### config.mk
export PLATFORM = sky130hd
export DESIGN_NAME = pipe_stage_reg
export DESIGN_NICKNAME = d
export VERILOG_FILES = /design/src/rtl/pipe_pkg.sv /design/src/rtl/pipe_stage_reg.sv
export SDC_FILE = /design/constraint.sdc
export NUM_CORES = 1
export LEC_CHECK = 0
export CAP_MARGIN = 20
export CORE_MARGIN = 2
export CORE_UTILIZATION = 45
export CTS_CLUSTER_DIAMETER = 40
export DETAILED_ROUTE_END_ITERATION = 7
export HOLD_SLACK_MARGIN = 0.12
export PLACE_DENSITY = 0.72
export SYNTH_ARGS = -nofsm -noshare
export SYNTH_HDL_FRONTEND = slang
export SYNTH_SLANG_ARGS = --single-unit
### constraint.sdc
create_clock -name clk -period 2.9 [get_ports clk]
set_input_delay 0.725 -clock clk [delete_from_list [all_inputs] [get_ports clk]]
set_output_delay 0.725 -clock clk [all_outputs]
set_load 0.02 [all_outputs]
### src/rtl/pipe_pkg.sv
// pipe_pkg: shared stage-register state encoding and default control bundle layout.
package pipe_pkg;
  typedef enum logic [1:0] {ST_EMPTY, ST_FULL, ST_SKID} pipe_state_t;
  localparam int CTRL_DEFAULT_W = 3;
  localparam int CTRL_REGWRITE_BIT = 2;
  localparam int CTRL_RESULTSRC_LSB = 0;
  localparam int CTRL_RESULTSRC_W = 2;
endpackage

### src/rtl/pipe_stage_reg.sv
// pipe_stage_reg: valid/ready pipeline stage register with flush, optional skid slot and bubble counter.
module pipe_stage_reg
  import pipe_pkg::*;
#(
  parameter int CTRL_W = 3,
  parameter int DATA_W = 32,
  parameter int SKID = 1,
  parameter int CNT_W = 16
) (
  input  logic              clk,
  input  logic              reset,
  input  logic              flush,
  input  logic              in_valid,
  output logic              in_ready,
  input  logic [CTRL_W-1:0] in_ctrl,
  input  logic [DATA_W-1:0] in_data,
  output logic              out_valid,
  input  logic              out_ready,
  output logic [CTRL_W-1:0] out_ctrl,
  output logic [DATA_W-1:0] out_data,
  output logic [CNT_W-1:0]  bubble_cnt
);
  pipe_state_t       r_state;
  logic [CTRL_W-1:0] r_m_ctrl;
  logic [DATA_W-1:0] r_m_data;
  logic              w_in_fire;
  logic              w_out_fire;
  assign out_valid  = r_state != ST_EMPTY;
  assign w_in_fire  = in_valid && in_ready;
  assign w_out_fire = out_valid && out_ready;
  // Bubbles must never leak RegWrite/MemWrite downstream.
  assign out_ctrl   = out_valid ? r_m_ctrl : '0;
  assign out_data   = r_m_data;
  generate
    if (SKID != 0) begin : g_skid
      logic [CTRL_W-1:0] r_s_ctrl;
      logic [DATA_W-1:0] r_s_data;
      logic              r_in_ready;
      assign in_ready = r_in_ready;
      always_ff @(posedge clk or posedge reset)
        if (reset) begin
          r_state    <= ST_EMPTY;
          r_in_ready <= 1'b1;
          r_m_ctrl   <= '0;
          r_m_data   <= '0;
          r_s_ctrl   <= '0;
          r_s_data   <= '0;
        end else if (flush) begin
          r_state    <= ST_EMPTY;
          r_in_ready <= 1'b1;
          r_m_ctrl   <= '0;
          r_s_ctrl   <= '0;
        end else
          case (r_state)
            ST_EMPTY:
              if (w_in_fire) begin
                r_state  <= ST_FULL;
                r_m_ctrl <= in_ctrl;
                r_m_data <= in_data;
              end
            ST_FULL:
              if (w_in_fire && w_out_fire) begin
                r_m_ctrl <= in_ctrl;
                r_m_data <= in_data;
              end else if (w_out_fire)
                r_state <= ST_EMPTY;
              else if (w_in_fire) begin
                r_state    <= ST_SKID;
                r_in_ready <= 1'b0;
                r_s_ctrl   <= in_ctrl;
                r_s_data   <= in_data;
              end
            ST_SKID:
              if (w_out_fire) begin
                r_state    <= ST_FULL;
                r_in_ready <= 1'b1;
                r_m_ctrl   <= r_s_ctrl;
                r_m_data   <= r_s_data;
              end
            default: begin
              r_state    <= ST_EMPTY;
              r_in_ready <= 1'b1;
            end
          endcase
    end else begin : g_noskid
      assign in_ready = out_ready || !out_valid;
      always_ff @(posedge clk or posedge reset)
        if (reset) begin
          r_state  <= ST_EMPTY;
          r_m_ctrl <= '0;
          r_m_data <= '0;
        end else if (flush) begin
          r_state  <= ST_EMPTY;
          r_m_ctrl <= '0;
        end else if (w_in_fire) begin
          r_state  <= ST_FULL;
          r_m_ctrl <= in_ctrl;
          r_m_data <= in_data;
        end else if (w_out_fire)
          r_state <= ST_EMPTY;
    end
  endgenerate
  always_ff @(posedge clk or posedge reset)
    if (reset)
      bubble_cnt <= '0;
    else if ((!out_valid || !out_ready) && bubble_cnt != '1)
      bubble_cnt <= bubble_cnt + CNT_W'(1);
endmodule

# Word-level counts from Yosys, hierarchy flattened
# Index checks and enable logic that the tools add are counted.
# word_totals
regBits	89
in_bits	40
# classes
add_sub_neg	1
n_eq_ne	16
n_mux	27
n_bitwise	3
n_reduce_logical	19
# op_table
op	count
32-bit two-way mux	3
32-bit one-hot mux with 3 select lines	1
3-bit two-way mux	9
3-bit != test, second input constant	6
16-bit by 1-bit adder with 16-bit output, second input constant	1
16-bit != test, second input constant	1
5-bit AND reduction	3
2-bit two-way mux	6
2-bit != test, second input constant	6
4-bit AND reduction	3
3-bit one-hot mux with 3 select lines	1
2-bit one-hot mux with 3 select lines	1
2-bit nonzero test	3
1-bit two-way mux	5
1-bit logical AND	4
4-bit != test, second input constant	1
4-bit nonzero test	1
1-bit NOT	3
1-bit one-hot mux with 3 select lines	1
3-bit nonzero test	1
2-bit by 1-bit == test with 1-bit output, second input constant	1
2-bit == test, second input constant	1
1-bit logical NOT	2
2-bit logical NOT	1
1-bit logical OR	1

# Logic depth before layout (Yosys ltp)
# Gate-level depths: netlist (run 1).
# logic_depth
word_depth	6
depth_mapped	6
mapped_depth_nobuf	5

# Worst setup path after synthesis (run 1)
# OpenSTA, ideal clock, no wires.
# synth_timing
kind	input port to flip-flop
from	input in_valid
to	register g_skid.r_s_data[0]
setup_time_ns	0.125
arrival_ns	1.938
slack_ns	0.837
cell_stages	5
path_buffers	1
cell_sequence	nand2_2 -> or4b_4 -> nor2_8 -> buf_12 -> mux2_4
# synth_between
elab_chain_cells	4
# synth_lines
item	line_no	rtl
start: declaration	pipe_stage_reg.sv:13	input logic in_valid,
1-bit logical AND *	pipe_stage_reg.sv:29	assign w_in_fire = in_valid && in_ready;
1-bit logical AND	pipe_stage_reg.sv:62	if (w_in_fire && w_out_fire) begin
1-bit NOT (no line)	-	
5-bit AND reduction (no line) *	-	
end signal: assignment	pipe_stage_reg.sv:71	r_s_data <= in_data;
end: declaration	pipe_stage_reg.sv:37	logic [DATA_W-1:0] r_s_data;
# Mark *: on every way between the ends. The rest lies on a longest branch, timed or not.
# A chain may end at the register's enable or synchronous reset.

# Worst setup path after layout (run 1)
# layout_timing
from	register r_state[0]
to	output out_ctrl[2]
# layout_between
elab_chain_cells	2
# layout_lines
item	line_no	rtl
start: declaration	pipe_stage_reg.sv:23	pipe_state_t r_state;
start signal: assignment	pipe_stage_reg.sv:42	r_state <= ST_EMPTY;
start signal: assignment	pipe_stage_reg.sv:49	r_state <= ST_EMPTY;
start signal: assignment	pipe_stage_reg.sv:57	r_state <= ST_FULL;
2-bit nonzero test	pipe_stage_reg.sv:28	assign out_valid = r_state != ST_EMPTY;
3-bit two-way mux	pipe_stage_reg.sv:32	assign out_ctrl = out_valid ? r_m_ctrl : '0;
end: declaration	pipe_stage_reg.sv:19	output logic [CTRL_W-1:0] out_ctrl,
# Every way passes these cells.

==> impl_metrics.py, run 1 <==
metrics = {
    "route": {
        "first_iter_violations": 110,
        "drt-vias-per-instance": 5.227,
        "drc": 0,
        "final_antenna_net_count": 0,
        "vias": 2875,
        "routedWlPerCell_um": 15.11,
        "finalWirelength_um": 8312,
        "drt_pass1_iterations": 4,
    },
    "yosys": {
        "ys_ff_latch": 89,
        "syn_nets": 382,
        "synth_area_sq_um": 4136,
        "synth_cells": 341,
        "avgSynthCellArea_sq_um": 12.13,
        "ys_types": 42,
        "ys_top_cells_by_area": "dfrtp_1, mux2_4, mux2i_1",
        "synth_top_area_share": 0.5324,
        "yosysTopAreaCell": "dfrtp_1",
        "synth-main-ff-cell": "dfrtp_1",
        "synth-edff-count": 0,
        "yosysSeqAreaShare": 0.5387,
        "async_reset_ff_frac": 1.000,
        "yosysWarnings": 0,
    },
    "timing": {
        "slew_headroom": 0.5769,
        "setup_viol": 0,
        "fmax_mhz": 378.5,
        "post-route-period-util": 0.9110,
        "finalClockSkew_ns": 0.01009,
        "finalHoldViolations": 0,
        "maxSlewViolCount": 0,
        "min_period_ns": 2.642,
        "rsz0062_at_grt": "no",
        "setup_tns_ns": 0,
        "worst_pin_slew_ns": 0.6346,
    },
    "floorplanning": {
        "num_io_pins": 93,
        "die_y_um": 99.88,
        "die_w_um": 99.88,
        "core_area_sq_um": 8806,
        "num_rows": 34,
        "die-area_sq_um": 9975,
        "start_util": 0.4697,
    },
    "layout": {
        "drive_gt1_frac": 0.1516,
        "utilization": 0.6105,
        "antennaDiodeCount": 0,
        "layout_commonest_cell": "clkdlybuf4s50_1",
        "area_growth_pct": 29.98,
        "fillerInstances": 743,
        "fin_nets": 478,
        "seq_area_sq_um": 2228,
        "multi_input_area_sq_um": 1783,
        "mostFrequentLayoutCells": "clkdlybuf4s50_1, dfrtp_1, nor2_1",
    },
    "global_route": {
        "grt_pass1_wl_um": 13920,
        "overflow": 0,
        "grt_max_degree": 51,
        "grt_pass1_vias": 2842,
        "grt_antenna_before_repair": 0,
        "grt_usage": 0.1754,
    },
    "placement": {
        "gp_congestion": 0.8771,
        "portBuffers": 92,
        "hpwl_um": 5875,
    },
    "clock_tree": {
        "clock_latency_ns": 0.35,
        "cts-root-buf": "clkbuf_8",
        "post_cts_buffers": 0,
        "cts_tree": "done",
        "clkSlewWorstSetupHoldPaths_ns": 0.08,
        "clockBufferDepth": 2,
        "numCtsBuffers": 9,
        "clock_sinks": 89,
        "cts.repair.resized": 0,
        "htreeDepth": 3,
        "cts_hold_buffers": 0,
    },
    "critical_path": {
        "worstPathMaxFanout": 12,
        "crit_chain": "nor2_1 -> nor2b_1 -> clkdlybuf4s50_1",
        "cp_data_required_time_ns": 2.17,
        "slowest_delay_ns": 0.63,
        "cp-start-kind": "flip-flop",
        "path_class": "reg -> out",
        "endpoint_kind": "primary output",
        "arrival_ns": 1.92,
        "slowest_stage": "clkdlybuf4s50_1",
    },
    "job": {
        "drv_cap": 0,
    },
    "power": {
        "p_per_area_nw_per_um2": 719.0,
        "p_total_mw": 3.866,
        "leakagePower_nw": 2.201,
        "peakVddDrop_mv": 0.4511,
    },
    "worst_hold_path": {
        "hold_path.class": "reg -> reg",
    },
    "outcome": {
        "status": "completed",
    },
}
-- cell usage after synthesis, drive strengths merged, types with 4 or more instances --
master   n
nand2b   4
mux2    35
mux2i   35
nor3     5
dfrtp   88
nor2b    4
a21oi   39
nand4    6
buf     14
nand2   13
nand3    7
a211oi   4
nor2    46
xor2    11
-- worst paths after layout --
check / start / end / depth (start not counted) / slack (ns)
max: r_state[0] / out_ctrl[2] / 3 / 0.26
max reg2reg: in_ready / g_skid.r_s_data[30] / 5 / 0.86
min in group asynchronous: reset / bubble_cnt[12] / 3 / 0.87
min: bubble_cnt[5] / bubble_cnt[5] / 1 / 0.52
min reg2reg: bubble_cnt[5] / bubble_cnt[5] / 1 / 0.52
max in group asynchronous: reset / out_data[24] / 3 / 1.54
-- through the flow --
stage          setup WS [ns]  instance area, sq um  hold WS, ns  std cells
2_1_floorplan         0.8373                  4140       0.4805        341
6_report              0.2580                  5376       0.5165        550
5_1_grt               0.1569                  5376       0.5314        550
4_1_cts               0.2347                  5376       0.5185        550
3_5_place_dp          0.1291                  5187       0.4952        534
3_3_place_gp          0.1802                  5187       0.4926        534
-- worst max-delay path: cells and delay by family (launching register included) --
kind | cells | cell delay, ns
flops | 1 | 0.56
simple gates | 2 | 0.38
buf+inv | 1 | 0.63
-- layout make-up --
| type | count | share of cell area |
|---|---|---|
| sequential | 89 | 0.4145 |
| clock inverter | 4 | 0.01001 |
| inverter | 3 | 0.002793 |
| multi-input combinational | 233 | 0.3316 |
| clock buffer | 12 | 0.02513 |
| timing repair buffer | 101 | 0.1908 |
| tap | 108 | 0.02513 |
-- routing by layer --
| metal | part of all wire | track usage | vias to the layer above |
|---|---|---|---|
| met4 | 0.010 | 0.06744 | 0 |
| met1 | 0.47 | 0.2393 | 1413 |
| li1 | - | - | 1391 |
| met3 | 0.032 | 0.02577 | 8 |
| met5 | 0 | 0 | - |
| met2 | 0.49 | 0.2853 | 63 |
-- cells by family after synthesis --
| family | after synthesis | share of synthesized area |
|---|---|---|
| compound gates | 51 | 0.06836 |
| mux | 70 | 0.2072 |
| fa+ha+maj | 1 | 0.003024 |
| flops | 89 | 0.5387 |
| simple gates | 100 | 0.1270 |
| xor+xnor | 11 | 0.02329 |
| buf+inv | 19 | 0.03237 |
-- state kept, by name (all words and copies together), names as in the netlist --
signal and flops:
g_skid.r_s_data 32, out_data 32, bubble_cnt 16, g_skid.r_s_ctrl 3
r_m_ctrl 3, r_state 2, in_ready 1
-- power by group --
| part | switching, mW | internal [mW] | leakage [nW] | total [mW] |
|---|---|---|---|---|
| Clock | 0.416 | 0.401 | 0.0868 | 0.817 |
| Combinational | 0.554 | 0.684 | 1.04 | 1.24 |
| Sequential | 0.242 | 1.57 | 1.07 | 1.81 |
| Total | 1.21 | 2.65 | 2.20 | 3.87 |
No activity file was read; power rests on OpenSTA's default activity.
==> run 2, diff against run 1 <==
--- a/config.mk
+++ b/config.mk
@@ -9,6 +9,7 @@
 export CORE_MARGIN = 2
 export CORE_UTILIZATION = 45
 export CTS_CLUSTER_DIAMETER = 40
+export CTS_CLUSTER_SIZE = 12
 export DETAILED_ROUTE_END_ITERATION = 7
 export HOLD_SLACK_MARGIN = 0.12
 export PLACE_DENSITY = 0.72
==> results of run 2 <==
No change in the layout: final DEF, timing and power equal those of run 1.
